File: src/rtl/sif_pkg.sv
// Shared types and helpers for the SIF bus initiator: bus widths, command
// record, FSM state encoding and the responder's address scramble.
package sif_pkg;

  localparam int SIF_AW    = 16;
  localparam int SIF_DW    = 16;
  localparam int SIF_CMD_W = 1 + SIF_AW + SIF_DW;

  typedef struct packed {
    logic              rd;
    logic [SIF_AW-1:0] addr;
    logic [SIF_DW-1:0] data;
  } sif_cmd_t;

  typedef enum logic [1:0] {
    IDLE    = 2'd0,
    ISSUE   = 2'd1,
    RD_WAIT = 2'd2,
    RD_RSP  = 2'd3
  } sif_init_state_e;

  // Read data the SIF target returns for an address: bits 8 and 7 are
  // folded with bits 4 and 5, every other bit passes through.
  function automatic logic [SIF_DW-1:0] sif_scramble(input logic [SIF_AW-1:0] addr);
    logic [SIF_DW-1:0] r;
    r    = addr;
    r[8] = addr[8] ^ addr[4];
    r[7] = addr[7] ^ addr[5];
    return r;
  endfunction

endpackage

File: src/rtl/sif_cmd_fifo.sv
// Synchronous command FIFO for the SIF initiator; head is read
// combinationally so the FSM can pop and launch in the same cycle.
module sif_cmd_fifo
  import sif_pkg::*;
#(
  parameter int DEPTH = 4
) (
  input  logic                 clk,
  input  logic                 rst,
  input  logic                 push_i,
  input  logic [SIF_CMD_W-1:0] cmd_i,
  input  logic                 pop_i,
  output logic [SIF_CMD_W-1:0] head_o,
  output logic                 full_o,
  output logic                 empty_o
);

  localparam int PW = $clog2(DEPTH);

  logic [SIF_CMD_W-1:0] mem_q [DEPTH];
  logic [PW-1:0]        wr_ptr_q, wr_ptr_d;
  logic [PW-1:0]        rd_ptr_q, rd_ptr_d;
  logic [PW:0]          count_q, count_d;
  logic                 do_push, do_pop;

  assign full_o  = (count_q == (PW+1)'(DEPTH));
  assign empty_o = (count_q == '0);
  assign head_o  = mem_q[rd_ptr_q];

  // Full blocks the push even when a pop happens in the same cycle.
  assign do_push = push_i && !full_o;
  assign do_pop  = pop_i && !empty_o;

  always_comb begin
    wr_ptr_d = wr_ptr_q + PW'(do_push);
    rd_ptr_d = rd_ptr_q + PW'(do_pop);
    count_d  = count_q + (PW+1)'(do_push) - (PW+1)'(do_pop);
  end

  always_ff @(posedge clk) begin
    if (rst) begin
      wr_ptr_q <= '0;
      rd_ptr_q <= '0;
      count_q  <= '0;
    end else begin
      wr_ptr_q <= wr_ptr_d;
      rd_ptr_q <= rd_ptr_d;
      count_q  <= count_d;
    end
  end

  always_ff @(posedge clk) begin
    if (do_push) begin
      mem_q[wr_ptr_q] <= cmd_i;
    end
  end

endmodule

File: src/rtl/sif_initiator.sv
// Command-driven initiator for the SIF xa-side bus: queues commands, issues
// one-cycle strobes, returns read data. Optional SIF_INIT_CHECK_EN adds a
// read-data integrity check (rsp_err, err_cnt).
module sif_initiator
  import sif_pkg::*;
#(
  parameter int CMD_DEPTH = 4,
  parameter int AW        = SIF_AW,
  parameter int DW        = SIF_DW
) (
  input  logic          clk,
  input  logic          rst,
  input  logic          cmd_valid,
  output logic          cmd_ready,
  input  logic          cmd_rd,
  input  logic [AW-1:0] cmd_addr,
  input  logic [DW-1:0] cmd_data,
  output logic          rsp_valid,
  output logic [DW-1:0] rsp_data,
  output logic [AW-1:0] rsp_addr,
  output logic          xa_wr_s,
  output logic          xa_rd_s,
  output logic [AW-1:0] xa_addr,
  output logic [DW-1:0] xa_data_wr,
  input  logic [DW-1:0] xa_data_rd,
  output logic          busy,
  output logic [15:0]   wr_cnt,
  output logic [15:0]   rd_cnt
`ifdef SIF_INIT_CHECK_EN
  ,
  output logic          rsp_err,
  output logic [7:0]    err_cnt
`endif
);

  sif_init_state_e state_q, state_d;
  sif_cmd_t        cmd_in, head;
  logic [SIF_CMD_W-1:0] head_bits;
  logic            fifo_full, fifo_empty, push, pop;

  logic            cur_rd_q;
  logic [AW-1:0]   xa_addr_q;
  logic [DW-1:0]   xa_data_wr_q;
  logic [DW-1:0]   rsp_data_q;
  logic [AW-1:0]   rsp_addr_q;
  logic [15:0]     wr_cnt_q, rd_cnt_q;

  assign cmd_in    = '{rd: cmd_rd, addr: cmd_addr, data: cmd_data};
  assign head      = sif_cmd_t'(head_bits);
  assign cmd_ready = !fifo_full;
  assign push      = cmd_valid && cmd_ready;

  sif_cmd_fifo #(
    .DEPTH(CMD_DEPTH)
  ) u_fifo (
    .clk    (clk),
    .rst    (rst),
    .push_i (push),
    .cmd_i  (cmd_in),
    .pop_i  (pop),
    .head_o (head_bits),
    .full_o (fifo_full),
    .empty_o(fifo_empty)
  );

  always_ff @(posedge clk) begin
    if (rst) begin
      state_q <= IDLE;
    end else begin
      state_q <= state_d;
    end
  end

  // Every transition into ISSUE pops the head command.
  always_comb begin
    state_d = state_q;
    pop     = 1'b0;
    case (state_q)
      IDLE: begin
        if (!fifo_empty) begin
          pop     = 1'b1;
          state_d = ISSUE;
        end
      end
      ISSUE: begin
        if (cur_rd_q) begin
          state_d = RD_WAIT;
        end else if (!fifo_empty) begin
          pop     = 1'b1;
          state_d = ISSUE;
        end else begin
          state_d = IDLE;
        end
      end
      RD_WAIT: state_d = RD_RSP;
      RD_RSP: begin
        if (!fifo_empty) begin
          pop     = 1'b1;
          state_d = ISSUE;
        end else begin
          state_d = IDLE;
        end
      end
      default: state_d = IDLE;
    endcase
  end

  always_ff @(posedge clk) begin
    if (rst) begin
      cur_rd_q     <= 1'b0;
      xa_addr_q    <= '0;
      xa_data_wr_q <= '0;
      rsp_data_q   <= '0;
      rsp_addr_q   <= '0;
      wr_cnt_q     <= '0;
      rd_cnt_q     <= '0;
    end else begin
      if (pop) begin
        cur_rd_q  <= head.rd;
        xa_addr_q <= head.addr;
        if (!head.rd) begin
          xa_data_wr_q <= head.data;
        end
      end
      if (state_q == ISSUE && !cur_rd_q) begin
        wr_cnt_q <= wr_cnt_q + 16'd1;
      end
      if (state_q == RD_WAIT) begin
        rsp_data_q <= xa_data_rd;
        rsp_addr_q <= xa_addr_q;
      end
      if (state_q == RD_RSP) begin
        rd_cnt_q <= rd_cnt_q + 16'd1;
      end
    end
  end

`ifdef SIF_INIT_CHECK_EN
  logic       err_q;
  logic [7:0] err_cnt_q;

  always_ff @(posedge clk) begin
    if (rst) begin
      err_q     <= 1'b0;
      err_cnt_q <= '0;
    end else begin
      if (state_q == RD_WAIT) begin
        err_q <= (xa_data_rd != sif_scramble(xa_addr_q));
      end
      if (state_q == RD_RSP && err_q && err_cnt_q != 8'hFF) begin
        err_cnt_q <= err_cnt_q + 8'd1;
      end
    end
  end

  assign err_cnt = err_cnt_q;
`endif

  always_comb begin
    rsp_valid = (state_q == RD_RSP);
    xa_wr_s   = (state_q == ISSUE) && !cur_rd_q;
    xa_rd_s   = (state_q == ISSUE) && cur_rd_q;
    busy      = !fifo_empty || (state_q != IDLE);
`ifdef SIF_INIT_CHECK_EN
    rsp_err   = (state_q == RD_RSP) && err_q;
`endif
  end

  assign xa_addr    = xa_addr_q;
  assign xa_data_wr = xa_data_wr_q;
  assign rsp_data   = rsp_data_q;
  assign rsp_addr   = rsp_addr_q;
  assign wr_cnt     = wr_cnt_q;
  assign rd_cnt     = rd_cnt_q;

endmodule

File: config.mk
export PLATFORM = sky130hd
export DESIGN_NAME = sif_initiator
export DESIGN_NICKNAME = d
export VERILOG_FILES = /design/src/rtl/sif_pkg.sv /design/src/rtl/sif_cmd_fifo.sv /design/src/rtl/sif_initiator.sv
export SDC_FILE = /design/constraint.sdc
export NUM_CORES = 1
export LEC_CHECK = 0
export ABC_AREA = 1
export CAP_MARGIN = 15
export CORE_AREA = 3 3 195 197
export CTS_CLUSTER_SIZE = 28
export DETAILED_ROUTE_END_ITERATION = 8
export DIE_AREA = 0 0 198 200
export SYNTH_ARGS = -nofsm -noshare
export SYNTH_HDL_FRONTEND = slang
export SYNTH_HIERARCHICAL = 1
export SYNTH_SLANG_ARGS = --single-unit
File: constraint.sdc
create_clock -name clk -period 4.1 [get_ports clk]
set_input_delay 0.41 -clock clk [delete_from_list [all_inputs] [get_ports clk]]
set_output_delay 0.41 -clock clk [all_outputs]
set_load 0.005 [all_outputs]
Yosys cells after proc, flatten, opt, wreduce, memory -nomap -nowiden
Memories as Yosys holds them, arrays and structs flattened. A register that Yosys moved wholly into a read port is not among the register bits.
Index checks and enable logic that the tools add are counted.
- divide/modulo/power cells: 0
- bitwise operators: 1
- shift operators: 0
- multiply operators: 0
- $lt $le $gt $ge: 0
- reductions and logical operators: 14
- muxes and demuxes: 10
- add/sub/neg operators: 6
- equal/unequal tests: 5
- operators by type and width (kind ; count):
    $add A16 B1 Y16 const B ; 2
    $pmux W2 S4 ; 1
    $mux W2 ; 3
    $logic_and A1 B1 Y1 ; 5
    $mux W1 ; 5
    $add A2 B1 Y2 ; 2
    $eq A2 B2 Y1 const B ; 2
    $add A3 B1 Y3 ; 1
    $eq A3 B3 Y1 const B ; 1
    $logic_not A1 Y1 ; 3
    $logic_not A3 Y1 ; 1
    $sub A3 B1 Y3 ; 1
    $eq A2 B1 Y1 const B ; 1
    $logic_not A2 Y1 ; 1
    $ne A2 B2 Y1 const B ; 1
    $pmux W1 S2 ; 1
    $reduce_and A2 Y1 ; 1
    $reduce_bool A2 Y1 ; 1
    $reduce_or A2 Y1 ; 1
    $logic_or A1 B1 Y1 ; 1
    $not A1 Y1 ; 1
- input port bits: 52
- flip-flop bits (word level): 106
- RAM bits: 132
- latch bits: 0
- memories kept: 1
- logic and storage cells: 48
- ROM bits: 0
- output and inout bits: 101
- memory list (memory ; words ; bits a word ; read ports ; clocked after memory_dff ; wr ports ; RTL line ; source):
    u_fifo.mem_q ; 4 ; 33 ; 1 ; 1 ; 1 ; sif_cmd_fifo.sv:20 ; logic [SIF_CMD_W-1:0] mem_q [DEPTH];

Logic depth before layout (Yosys ltp)
- depth in word-level cells: 7
- mapped depth: 13
- gate-level depth less buffers: 13

Hierarchy
The synthesis kept the hierarchy.
- modules (own cells, without submodules) (module ; cells an instance ; area each (um^2) ; sequential area each (um^2) ; times used):
    sif_cmd_fifo ; 370 ; 5482.8 ; 4103.9 ; 1
    sif_initiator ; 530 ; 3992.6 ; 1981.9 ; 1

Worst setup path before layout
No wires, ideal clock.
- path type: register to register
- from: register u_fifo.count_q[1]
- to: memory u_fifo/mem_q[0][0] (netlist name) (enable)
- path buffers: 0
- arrival: 3030 ps
- stages on the path, launching flop included: 7
- path slack: 605 ps
- required time: 3635 ps
- library setup time: 465 ps
- clock period less this slack: 3495 ps
- path through: dfxtp_1 -> inv_1 -> nand2_2 -> nor2_1 -> nor2_1 -> o21ai_2 -> nor3_1
- cells in the longest elaborated chain, start to end: 6
- RTL lines (item ; RTL line ; source):
    start: declaration ; sif_cmd_fifo.sv:23 ; logic [PW:0] count_q, count_d;
    start signal: assignment ; sif_cmd_fifo.sv:48 ; count_q <= count_d;
    $eq A3 B3 Y1 ; sif_cmd_fifo.sv:26 ; assign full_o = (count_q == (PW+1)'(DEPTH));
    net fifo_full ; sif_initiator.sv:39 ; logic fifo_full, fifo_empty, push, pop;
    $logic_not A1 Y1 ; sif_initiator.sv:50 ; assign cmd_ready = !fifo_full;
    $logic_and A1 B1 Y1 ; sif_initiator.sv:51 ; assign push = cmd_valid && cmd_ready;
    net push ; sif_initiator.sv:39 ;
    $logic_and A1 B1 Y1 ; sif_cmd_fifo.sv:31 ; assign do_push = push_i && !full_o;
    $mux W1 ; sif_cmd_fifo.sv:53 ; if (do_push) begin
    $mux W1 (implied by the code) ; sif_cmd_fifo.sv:54 ; mem_q[wr_ptr_q] <= cmd_i;
    end: declaration ; sif_cmd_fifo.sv:20 ;
The timed path passes the listed nets, and every way through them passes these cells.

==> results.md <==
* GPL Wtd Cong at roughly 0.83
* Post-placement cell count at 1487
* Final Hold Vio Count at 0
* DP Worst Slack at between 1500 and 2000 ps
* DRT antenna net count at 0
* Vias in the first global route at 6412
* Highest-count cells in the layout ignoring fill and taps: 176 x nor2_1, 152 x clkdlybuf4s50_1, 143 x o21ai_0, 132 x edfxtp_1, 105 x dfxtp_1
* CTS sink count at 238
* Tot Pwr at about 7.6 mW
* Rel. slew slack at 0.452
* RSZ-0062 raised after global routing: false
* Starting Density at 0.260
* CP arrival at 2300 ps
* FF-to-FF path depth at 13
* TritonCTS buffer count at 27
* Crit path kind: reg2out
* Post-DP HPWL at 14900 µm
* Drt drc at 0
* Root buf cell: clkbuf_16
* Final worst-path cycle share at 0.661
* Main combinational cell family by area after synthesis: simple AND/OR/NAND/NOR gates
* FMAX at 369 MHz
* Commonest non-fill, non-tap cell in the layout: nor2_1
* Register area share after synthesis at 0.642
* Post-CTS Hold Fix Bufs at 0
* Global-route wire length before repair at roughly 36000 µm
* WL final at 23300 µm
* DIE WIDTH at approximately 200 µm
* H-tree level count at 1
* Number of max-cap violations at 0
* Post-CTS setup buffers at 0
* Tmin final at between 2000 and 3000 ps
* Critical path data required time at 3690 ps
* Final WS setup at 1390 ps
* Final non-filler cell total at approximately 1500
* Hold Path Stages at 3
* Initial antenna violation count at 1
* CP endpoint kind: output port
* Skew-Pair Late Insertion Delay at 540 ps
* Multiplexer share of the synthesized area at 0
* Syn_nets at 962
* Vias/cell at 4.40
* Clock buffer depth at 3
* CP Max Fanout at 7
* Clock-pin slew on the worst setup and hold paths at 50 ps
* Slew at the pin with the worst max-slew slack at 822 ps
* Rows at 70
* Setup violators final at 0
* Syn Std Cell Area at 9480 µm²
* Static leakage at 4.35 nW
* Routing usage on met3 at 0.0252
* Die Ht at 200 µm
* Detailed Routing Iterations Pass 1 at 4
* Yosys reg bits at 238
* Post-Synth Simple-Gate Area at 0.142
* Die area at 39600 µm²
* Area share of fa/ha/maj cells after synthesis at 0.0140
* Via count at a little under 7000
* Post-synthesis xor/xnor area fraction at 0.00370
* FILL cells at between 3000 and 4000
* Worst setup SP type: register
* Number of diodes at 0
* DR iter-0 viols at 326
* Hold WC Path Type: in2reg
* Final Net Count at about 1100
* Busiest layer in global routing: met2
* Tot GR Track Use at 0.113
* M2 GR Usage at 0.194
* Peak supply drop at 0.345 mV
* Power per cell area at just over 600 nW/µm²
* I/O pins at 153
* Yosys cell types at 41
* YS warnings at 6
* Routed len/inst at 15.2 µm
* Synth Area in Compound Gates at 0.140
* Post-CTS Resized at 0
* Worst Skew at 11.5 ps
* Mapped Cells at 900
* Met1 Use GR at 0.145
* Setup TNS at 0 ps
* Core area at 36400 µm²
* Largest net degree at the start of global routing at 68
* Multi-input gate area at 2860 µm²
* Max Slew Vio Count at 0
* Status: completed
* Avg Inst Size Synth at around 11 µm²
* IO Port Bufs at 152
* Register area at 6090 µm²
* Congestion Overflow GR at 0
* Share of cells above drive strength 1 at 0.111
* Synthesis-to-finish area growth at 29.6%
* Clock tree from TritonCTS: yes
cell type report:
type | instances | share of cell area
Sequential cell | 238 | 0.496
Multi-Input combinational cell | 551 | 0.233
Timing Repair Buffer | 161 | 0.129
Clock buffer | 41 | 0.0642
Tap cell | 468 | 0.0477
Inverter | 69 | 0.0217
Clock inverter | 7 | 0.00866
stage by stage:
stage | hold WS [ps] | cell area, µm² | util
final | 471 | 12300 | 0.337
after global routing | 474 | 12300 | 0.337
after CTS | 448 | 12300 | 0.337
after detailed placement | 467 | 11400 | 0.313
after global placement | 462 | 11400 | 0.313
after floorplan | 460 | 9480 | -
final timing paths:
kind         slack, ps                 to               from
max               1390            xa_wr_s           register
min                470       rsp_data[15]     xa_data_rd[15]
max reg2reg       1610  u_fifo/count_q[2]  u_fifo/count_q[0]
min reg2reg        480         xa_addr[4]         xa_addr[4]
registers in the layout, indices dropped and copies added, names as in the netlist, 2 cells and up, named ones only:
signal and flops:
xa_data_wr 16, xa_addr 16, rsp_addr 16, wr_cnt 16, u_fifo/wr_ptr_q 2, rsp_data 16
u_fifo/count_q 3, u_fifo/rd_ptr_q 2, u_fifo/mem_q 132, rd_cnt 16
metal layers:
layer | share of wire | up-vias
met4 | 0.022 | 2
met5 | 0.00056 | -
met1 | 0.44 | 3161
li1 | - | 3385
met2 | 0.47 | 169
met3 | 0.061 | 36
critical path, stage by stage, from the launching register on:
cell and delay (ps):
dfxtp_1 340, inv_1 110, ha_1 240, inv_1 60
nor2_1 410, clkdlybuf4s50_1 610
logic make-up after synthesis:
family                   Yosys count
AO/OA/AOI/OAI                    228
XOR/XNOR                           4
adder cells (fa/ha/maj)           10
buffers and inverters            111
flip-flops                       238
AND/OR/NAND/NOR                  309
cells in the mapped netlist:
library cell  count  area (µm²)
clkbuf_1         13        48.8
o22ai_1          13        81.3
nor2_4            1        11.3
nor3_1           11        55.1
clkinv_1          1        3.75
inv_4             1        6.26
a31oi_1           1        6.26
nor2_1          176         661
a21oi_1          45         225
nor2_8            1        20.0
nor2_2           24         150
or2_2             1        6.26
xor2_1            3        26.3
nand4_1           6        37.5
buf_2            15        75.1
clkbuf_2          3        15.0
inv_1            63         236
buf_6             4        45.0
inv_2             3        11.3
nand2_1          61         229
nand3_1          19        95.1
xnor2_1           1        8.76
o21ai_1           1        5.00
nor3b_2           1        12.5
buf_12            3        60.1
buf_8             1        15.0
nand3_2           2        20.0
o21ai_0         143         716
fa_1              1        20.0
o21bai_1          2        15.0
clkbuf_8          1        13.8
dfxtp_1         106        2120
a211oi_1          2        15.0
edfxtp_1        132        3960
nand2_2           4        25.0
inv_6             1        8.76
ha_1              9         113
o22ai_2          20         250
o21ai_2           1        8.76
nand2_4           2        22.5
buf_4             2        15.0
power breakdown:
group | switching, mW | internal [mW] | total [mW]
clock | 0.933 | 1.45 | 2.39
combinational | 1.09 | 0.842 | 1.94
sequential | 0.238 | 3.02 | 3.26
total | 2.27 | 5.32 | 7.58
No activity file was read; power rests on OpenSTA's default activity.
